### config.mk
export PLATFORM = sky130hd
export DESIGN_NAME = mtr_drv
export DESIGN_NICKNAME = d
export VERILOG_FILES = /design/src/rtl/mtr_drv.sv
export SDC_FILE = /design/constraint.sdc
export NUM_CORES = 1
export LEC_CHECK = 0
export ABC_AREA = 1
export BUFFER_PORTS_ARGS = -buffer_cell sky130_fd_sc_hd__buf_2
export CAP_MARGIN = 5
export CORE_MARGIN = 2
export CORE_UTILIZATION = 60
export DETAILED_ROUTE_END_ITERATION = 12
export HOLD_SLACK_MARGIN = 0.02
export PLACE_DENSITY = 0.81
export SLEW_MARGIN = 20
export SYNTH_ARGS = -nofsm -noshare
export SYNTH_HDL_FRONTEND = slang
export SYNTH_SLANG_ARGS = --single-unit
### constraint.sdc
create_clock -name clk -period 3.5 [get_ports clk]
set_clock_uncertainty 0.05 [all_clocks]
set_input_delay 0 -clock clk [delete_from_list [all_inputs] [get_ports clk]]
set_output_delay 0 -clock clk [all_outputs]
set_load 0.005 [all_outputs]
### src/rtl/mtr_drv.sv
// Dual H-bridge PWM driver: maps signed speed commands to dead-time protected
// complementary PWM pairs, with a period-counted latching over-current shutdown.
module mtr_drv #(
    parameter int NONOVERLAP = 32,
    parameter int OVR_LIMIT  = 4
) (
    input  logic        clk,
    input  logic        rst,
    input  logic [11:0] lft_spd,
    input  logic [11:0] rght_spd,
    input  logic        pwr_up,
    input  logic        ovr_i,
    output logic        lft_PWM1,
    output logic        lft_PWM2,
    output logic        rght_PWM1,
    output logic        rght_PWM2,
    output logic        PWM_synch,
    output logic        ovr_fault
);

    localparam logic [11:0] NOV_W = 12'(NONOVERLAP);
    localparam logic [3:0]  LIM_W = 4'(OVR_LIMIT);

    // Offset-binary view of the signed command: -2048 -> 0, 0 -> 1024, +2047 -> 2047.
    function automatic logic [10:0] map_duty(input logic [11:0] spd);
        return {~spd[11], spd[10:1]};
    endfunction

    logic [10:0] cnt_r;
    logic [10:0] lft_duty_r;
    logic [10:0] rght_duty_r;
    logic        ovr_seen_r;
    logic [3:0]  ovr_cnt_r;

    logic        run_s;
    logic        period_end_s;
    logic        hit_s;
    logic        lft_pwm1_s;
    logic        lft_pwm2_s;
    logic        rght_pwm1_s;
    logic        rght_pwm2_s;
    logic [3:0]  ovr_cnt_nxt_s;

    // Next-state PWM levels and over-current bookkeeping.
    always_comb begin
        run_s        = pwr_up & ~ovr_fault;
        period_end_s = (cnt_r == 11'd2047);
        // PWM2 threshold is compared at 12 bits so a sum past 2047 keeps it low.
        lft_pwm1_s   = run_s && ({1'b0, cnt_r} >= NOV_W) && (cnt_r < lft_duty_r);
        lft_pwm2_s   = run_s && ({1'b0, cnt_r} >= ({1'b0, lft_duty_r} + NOV_W));
        rght_pwm1_s  = run_s && ({1'b0, cnt_r} >= NOV_W) && (cnt_r < rght_duty_r);
        rght_pwm2_s  = run_s && ({1'b0, cnt_r} >= ({1'b0, rght_duty_r} + NOV_W));
        hit_s        = ovr_i & (lft_PWM1 | lft_PWM2 | rght_PWM1 | rght_PWM2);
        if (ovr_seen_r || hit_s) begin
            if (ovr_cnt_r != 4'hF) begin
                ovr_cnt_nxt_s = ovr_cnt_r + 4'd1;
            end else begin
                ovr_cnt_nxt_s = ovr_cnt_r;
            end
        end else begin
            ovr_cnt_nxt_s = 4'd0;
        end
    end

    // Period counter, double-buffered duty, registered outputs and fault latch.
    always_ff @(posedge clk) begin
        if (rst) begin
            cnt_r       <= 11'd0;
            lft_duty_r  <= 11'd1024;
            rght_duty_r <= 11'd1024;
            lft_PWM1    <= 1'b0;
            lft_PWM2    <= 1'b0;
            rght_PWM1   <= 1'b0;
            rght_PWM2   <= 1'b0;
            PWM_synch   <= 1'b0;
            ovr_seen_r  <= 1'b0;
            ovr_cnt_r   <= 4'd0;
            ovr_fault   <= 1'b0;
        end else begin
            cnt_r     <= cnt_r + 11'd1;
            lft_PWM1  <= lft_pwm1_s;
            lft_PWM2  <= lft_pwm2_s;
            rght_PWM1 <= rght_pwm1_s;
            rght_PWM2 <= rght_pwm2_s;
            PWM_synch <= period_end_s;
            ovr_fault <= ovr_fault | (ovr_cnt_r >= LIM_W);
            if (period_end_s) begin
                lft_duty_r  <= map_duty(lft_spd);
                rght_duty_r <= map_duty(rght_spd);
                ovr_cnt_r   <= ovr_cnt_nxt_s;
                ovr_seen_r  <= 1'b0;
            end else begin
                ovr_seen_r  <= ovr_seen_r | hit_s;
            end
        end
    end

endmodule

==> impl_metrics.yaml, run 1 <==
timing:
  finalCritPeriodShare: 0.679
  hold_violations: 0
  maxSlewHeadroom: 0.433
  finalSetupTns_ns: 0
  finalSetupViolCount: 0
  fin_crit_ns: 2.38
  slew_violations: 0
  worstMarginPinSlew_ns: 0.850
  max_freq_mhz: 421
  rsz0062_at_grt: "false"
floorplan:
  initial_utilization: 0.634
  pin_count: 34
  die_h_um: 72.3
  die_w_um: 72.3
  core_sq_um: 4410
  dieArea_sq_um: 5230
  std_cell_rows: 24
yosys:
  synth_seq_cells: 44
  synthMuxAreaShare: 0
  synth.yosys.seq_area_share: 0.315
  syn_nets: 437
  synth_edf_count: 0
  synth_compound_area_frac: 0.136
  synthXorXnorAreaFrac: 0.0282
  avgSynthCellArea_sq_um: 7.56
  syn_area_sq_um: 2800
  yosysWarnings: 0
  synthCells: 370
  synth_top_family_by_area: "simple AND/OR/NAND/NOR gates"
  synth.top_cell.area_share: 0.315
  synth_area_leaders: "dfxtp_1 31%, ha_1 17%, nand2_1 7.8%"
  synth-simple-area-share: 0.255
  yosysTopAreaCell: "dfxtp_1"
  yosysUniqueCellTypes: 33
  async_reset_ff_frac: 0
  synth_flop_cell: "dfxtp_1"
  synthAdderAreaFrac: 0.174
clock_network:
  postCtsSetupBuffers: 0
  clk_pin_slew_ns: 0.08
  cts_root_buf: "clkbuf_8"
  cts_buffers: 5
  clock_sinks: 44
  cts_tree: "yes"
  insertion_delay_ns: 0.30
  htreeDepth: 2
  cts_buffer_depth: 2
placement:
  place_hpwl_um: 4360
  dp.cells: 446
  port_buffers: 31
  dpl_cell_area_sq_um: 2970
  place_congestion: 0.864
power:
  ir_drop_uv: 222
  p_per_area_nw_per_um2: 291
  leakagePower_nw: 1.58
detailed_routing:
  first_pass_iters: 5
  ant_nets: 0
  route.detailed.drc: 0
  drt-initial-drc-count: 132
  wire_per_inst_um: 12.6
  viasPerCell: 5.35
  vias: 2569
  routed_wl_um: 6050
critical_path:
  r2r_cells: 9
  critPathLaunchType: "register"
  crit_path_frequent_cell: "nand2_1"
  slowest_stage: "dlygate4sd3_1"
  cp.arrival_ns: 2.52
  path_max_fanout: 27
  critical_path_class: "register to register"
  max_stage_delay_ns: 0.55
  path_cells: "ha_1 > nand2_1 > nor2_2 > nand2_4 > nor2_8 > inv_4 > nand2_1 > a21oi_2 > dlygate4sd3_1"
  worst-r2r-setup-slack_ns: 1.12
  end_kind: "register"
  critPathRequiredTime_ns: 3.64
cells_and_area:
  nNetsFinal: 494
  final_core_util: 0.756
  multi_input_area_sq_um: 1660
  fin_area_sq_um: 3340
  drive_gt1_frac: 0.143
  n_antenna_cell: 0
  area_delta_synth_final_pct: 19.2
  final-seq-area_sq_um: 881
  final_cells: 480
  fillCellCount: 344
grt:
  grt_max_degree: 28
  grt_pass1_vias: 2446
  track_usage: 0.257
  grt-ovfl-total: 0
  grt_pass1_wl_um: 10600
  antenna_found_initial: 0
flow_run:
  drv_cap: 0
worst_hold_path:
  hold_depth: 5
  hold_class: "input port to register"
status:
  outcome: "finished, final reports clean"
[power by group]
group / switching [W] / internal, W / total, W
combinational: 0.0000386 / 0.0000422 / 0.0000808
sequential: 0.00000436 / 0.000503 / 0.000507
clock: 0.000171 / 0.000212 / 0.000383
[area by class of cell]
class / instances / area share
Clock buffer: 6 / 0.0217
Timing Repair Buffer: 58 / 0.127
Multi-Input combinational cell: 266 / 0.498
Sequential cell: 44 / 0.264
Tap cell: 52 / 0.0195
Inverter: 52 / 0.0592
Clock inverter: 2 / 0.0105
[layout by cell type, fill, tap and decap left out, types with 8 or more instances in the layout]
| cell | instances |
|---|---|
| nand2_1 | 58 |
| inv_1 | 51 |
| dfxtp_1 | 44 |
| ha_1 | 39 |
| nor2_1 | 36 |
| nand3_1 | 35 |
| buf_2 | 31 |
| a21oi_1 | 27 |
| dlygate4sd3_1 | 26 |
| nand4_1 | 10 |
| o21ai_2 | 10 |
| o21ai_1 | 8 |
[per-layer routing]
metal / GRT usage / vias up / wire length, um
met4: 0.0692 / 0 / 43
met5: 0 / - / 0
met3: 0.0375 / 4 / 319
met1: 0.331 / 1167 / 2700
met2: 0.449 / 50 / 2990
li1: - / 1348 / -
[what timing repair did]
action | CTS | global route
hold endpoints to repair | 29 | 0
hold buffers | 26 | 0
resized for setup | 0 | 0
[worst max-delay path, delay by kind of cell, from the launching register on]
kind / cells / cell delay (ns)
buffers and inverters: 2 / 0.62
AND/OR/NAND/NOR: 5 / 0.88
AO/OA/AOI/OAI: 1 / 0.05
adder cells (fa/ha/maj): 1 / 0.22
flip-flops: 1 / 0.45
[worst paths after layout]
path | startpoint | endpoint
setup / recovery | cnt_r[1]$_SDFF_PP0_ | lft_duty_r[0]$_SDFFE_PP0P_
hold / removal | pwr_up | rght_PWM2$_SDFF_PP0_
setup reg to reg | cnt_r[1]$_SDFF_PP0_ | lft_duty_r[0]$_SDFFE_PP0P_
hold reg to reg | ovr_seen_r$_SDFF_PP0_ | ovr_seen_r$_SDFF_PP0_
[flip-flops by register name, indices dropped and copies added, names as in the netlist]
name,count
cnt_r,11
lft_duty_r,11
rght_duty_r,11
ovr_cnt_r,4
PWM_synch,1
lft_PWM1,1
lft_PWM2,1
ovr_fault,1
ovr_seen_r,1
rght_PWM1,1
rght_PWM2,1
[per-stage QoR]
step	hold WS (ns)	total power [W]	worst slack, ns
2_1_floorplan	0.0444	0.000556	1.76
5_1_grt	0.113	0.00101	0.961
3_5_place_dp	0.131	0.000579	1.40
6_report	0.0461	0.000971	1.12
4_1_cts	0.0310	0.000983	1.11
3_3_place_gp	0.130	0.000576	1.48
[synth_stat cells (4+ instances only)]
master and count:
nand2_1 58, inv_1 51, dfxtp_1 44, ha_1 39, nor2_1 36, nand3_1 35, a21oi_1 27, nand4_1 10
o21ai_2 10, o21ai_1 8, o21ai_0 7, xor2_1 7, nor3_1 5, o21bai_1 4
[kinds of logic (layout without fill, tap and decap cells)]
logic type,Yosys count,after routing
AO/OA/AOI/OAI,63,63
buffers and inverters,60,118
adder cells (fa/ha/maj),39,39
flip-flops,44,44
AND/OR/NAND/NOR,155,155
XOR/XNOR,9,9
Note: power is estimated with default switching activity, not from simulation.
==> run 2, diff against run 1 <==
--- a/config.mk
+++ b/config.mk
@@ -9,10 +9,10 @@
 export BUFFER_PORTS_ARGS = -buffer_cell sky130_fd_sc_hd__buf_2
 export CAP_MARGIN = 5
 export CORE_MARGIN = 2
-export CORE_UTILIZATION = 60
+export CORE_UTILIZATION = 58
 export DETAILED_ROUTE_END_ITERATION = 12
 export HOLD_SLACK_MARGIN = 0.02
-export PLACE_DENSITY = 0.81
+export PLACE_DENSITY = 0.79
 export SLEW_MARGIN = 20
 export SYNTH_ARGS = -nofsm -noshare
 export SYNTH_HDL_FRONTEND = slang
==> constraint.sdc (replaced) <==
create_clock -name clk -period 2.5 [get_ports clk]
set_clock_uncertainty 0.05 [all_clocks]
set_input_delay 0 -clock clk [delete_from_list [all_inputs] [get_ports clk]]
set_output_delay 0 -clock clk [all_outputs]
set_load 0.005 [all_outputs]
==> impl_metrics.yaml, run 2 (same netlist as run 1, synthesis figures left out) <==
status:
  outcome: "finished, final reports clean"
cells_and_area:
  layout_commonest_cell: "nand2_1"
  multi_input_area_sq_um: 1660
  drive_gt1_frac: 0.147
  final_cell_mix: "58 x nand2_1, 51 x inv_1, 44 x dfxtp_1"
  area_delta_synth_final_pct: 20.3
  final-seq-area_sq_um: 881
  nNetsFinal: 495
  reg_top3: "cnt_r x11, lft_duty_r x11, rght_duty_r x11"
  fin_area_sq_um: 3370
  fillCellCount: 360
  n_antenna_cell: 0
clock_network:
  clk_pin_slew_ns: 0.09
  cts_tree: "yes"
  cts_buffers: 5
  cts_root_buf: "clkbuf_8"
  clock_sinks: 44
  htreeDepth: 2
  insertion_delay_ns: 0.30
  cts_buffer_depth: 2
timing:
  fin_crit_ns: 2.22
  max_freq_mhz: 450
  finalSetupViolCount: 0
  hold_violations: 0
  worstMarginPinSlew_ns: 0.429
  whs_ns: 0.0630
  finalSetupTns_ns: 0
  timing.final.ws_setup_ns: 0.277
  finalCritPeriodShare: 0.889
  maxSlewHeadroom: 0.714
  slew_violations: 0
  rsz0062_at_grt: "false"
critical_path:
  critical_path_class: "register to register"
  critPathLaunchType: "register"
  path_cells: "ha_1 > nand2_1 > nor2_2 > nand2_4 > nor2_8 > inv_4 > nand2_1 > a21oi_2 > dlygate4sd3_1"
  critPathBufInv: 2
  max_stage_delay_ns: 0.56
  critPathRequiredTime_ns: 2.64
  cp.arrival_ns: 2.36
  crit_family: "simple AND/OR/NAND/NOR gates"
  slowest_stage: "dlygate4sd3_1"
  end_kind: "register"
  crit_path_frequent_cell: "nand2_1"
  worst-r2r-setup-slack_ns: 0.28
  path_max_fanout: 13
flow_run:
  drv_cap: 0
placement:
  place_hpwl_um: 4500
  place_ws_ns: 0.460
  dpl_cell_area_sq_um: 2980
  place_congestion: 0.817
  port_buffers: 31
detailed_routing:
  vias: 2592
  first_pass_iters: 4
  ant_nets: 0
  wire_per_inst_um: 13.2
  routed_wl_um: 6370
  drt-initial-drc-count: 133
  viasPerCell: 5.37
  route.detailed.drc: 0
floorplan:
  dieArea_sq_um: 5400
  initial_utilization: 0.597
  std_cell_rows: 25
  pin_count: 34
  die_h_um: 73.5
  core_sq_um: 4690
  die_w_um: 73.5
power:
  p_per_area_nw_per_um2: 424
  total_power_w: 0.00143
  leakagePower_nw: 1.59
  ir_drop_uv: 301
grt:
  grt_pass1_vias: 2501
  grt-ovfl-total: 0
  track_usage: 0.259
  grt_max_degree: 23
  antenna_found_initial: 0
  grt_pass1_wl_um: 11000
worst_hold_path:
  hold_class: "input port to register"
## run 2: final cells by class
cell class	count	area share
clock buffer	7	0.0286
clock inverter	1	0.00892
inverter	52	0.0587
multi-input combinational	266	0.494
sequential	44	0.262
tap	54	0.0201
timing repair buffer	59	0.128
## run 2: path summary, 6_finish.rpt
| path | startpoint | to | cells past startpoint |
|---|---|---|---|
| max reg2reg | cnt_r[1]$_SDFF_PP0_ | rght_duty_r[0]$_SDFFE_PP0P_ | 9 |
| min reg2reg | ovr_seen_r$_SDFF_PP0_ | ovr_seen_r$_SDFF_PP0_ | 2 |
| max | cnt_r[1]$_SDFF_PP0_ | rght_duty_r[0]$_SDFFE_PP0P_ | 9 |
| min | pwr_up | rght_PWM2$_SDFF_PP0_ | 5 |
## run 2: power breakdown
part | switching (W) | leakage [nW] | internal (W)
Combinational | 0.0000552 | 1.17 | 0.0000591
Sequential | 0.00000567 | 0.355 | 0.000704
Clock | 0.000249 | 0.0645 | 0.000353
Total | 0.000310 | 1.59 | 0.00112
## run 2: what timing repair did
item,CTS,global route
buffers inserted,0,0
hold buffers,26,0
hold endpoints to repair,27,0
gates resized for setup,0,0
## run 2: metrics by stage
step / instances / util
after floorplan: 370 / -
after global placement: 449 / 0.635
after detailed placement: 449 / 0.635
after CTS: 483 / 0.717
after global routing: 483 / 0.717
final: 483 / 0.717
## run 2: routing by layer
layer / global-route usage / wire, um / part of all wire
met1: 0.325 / 2880 / 0.45
met3: 0.0439 / 270 / 0.042
met2: 0.457 / 3140 / 0.49
met5: 0 / 0 / 0
met4: 0.0687 / 84 / 0.013
## run 2: tightest hold or removal path: stages
cell	delay, ns
buf_2	0.09
nand2_1	0.09
nor2_1	0.08
nand2_1	0.07
nor2_1	0.04
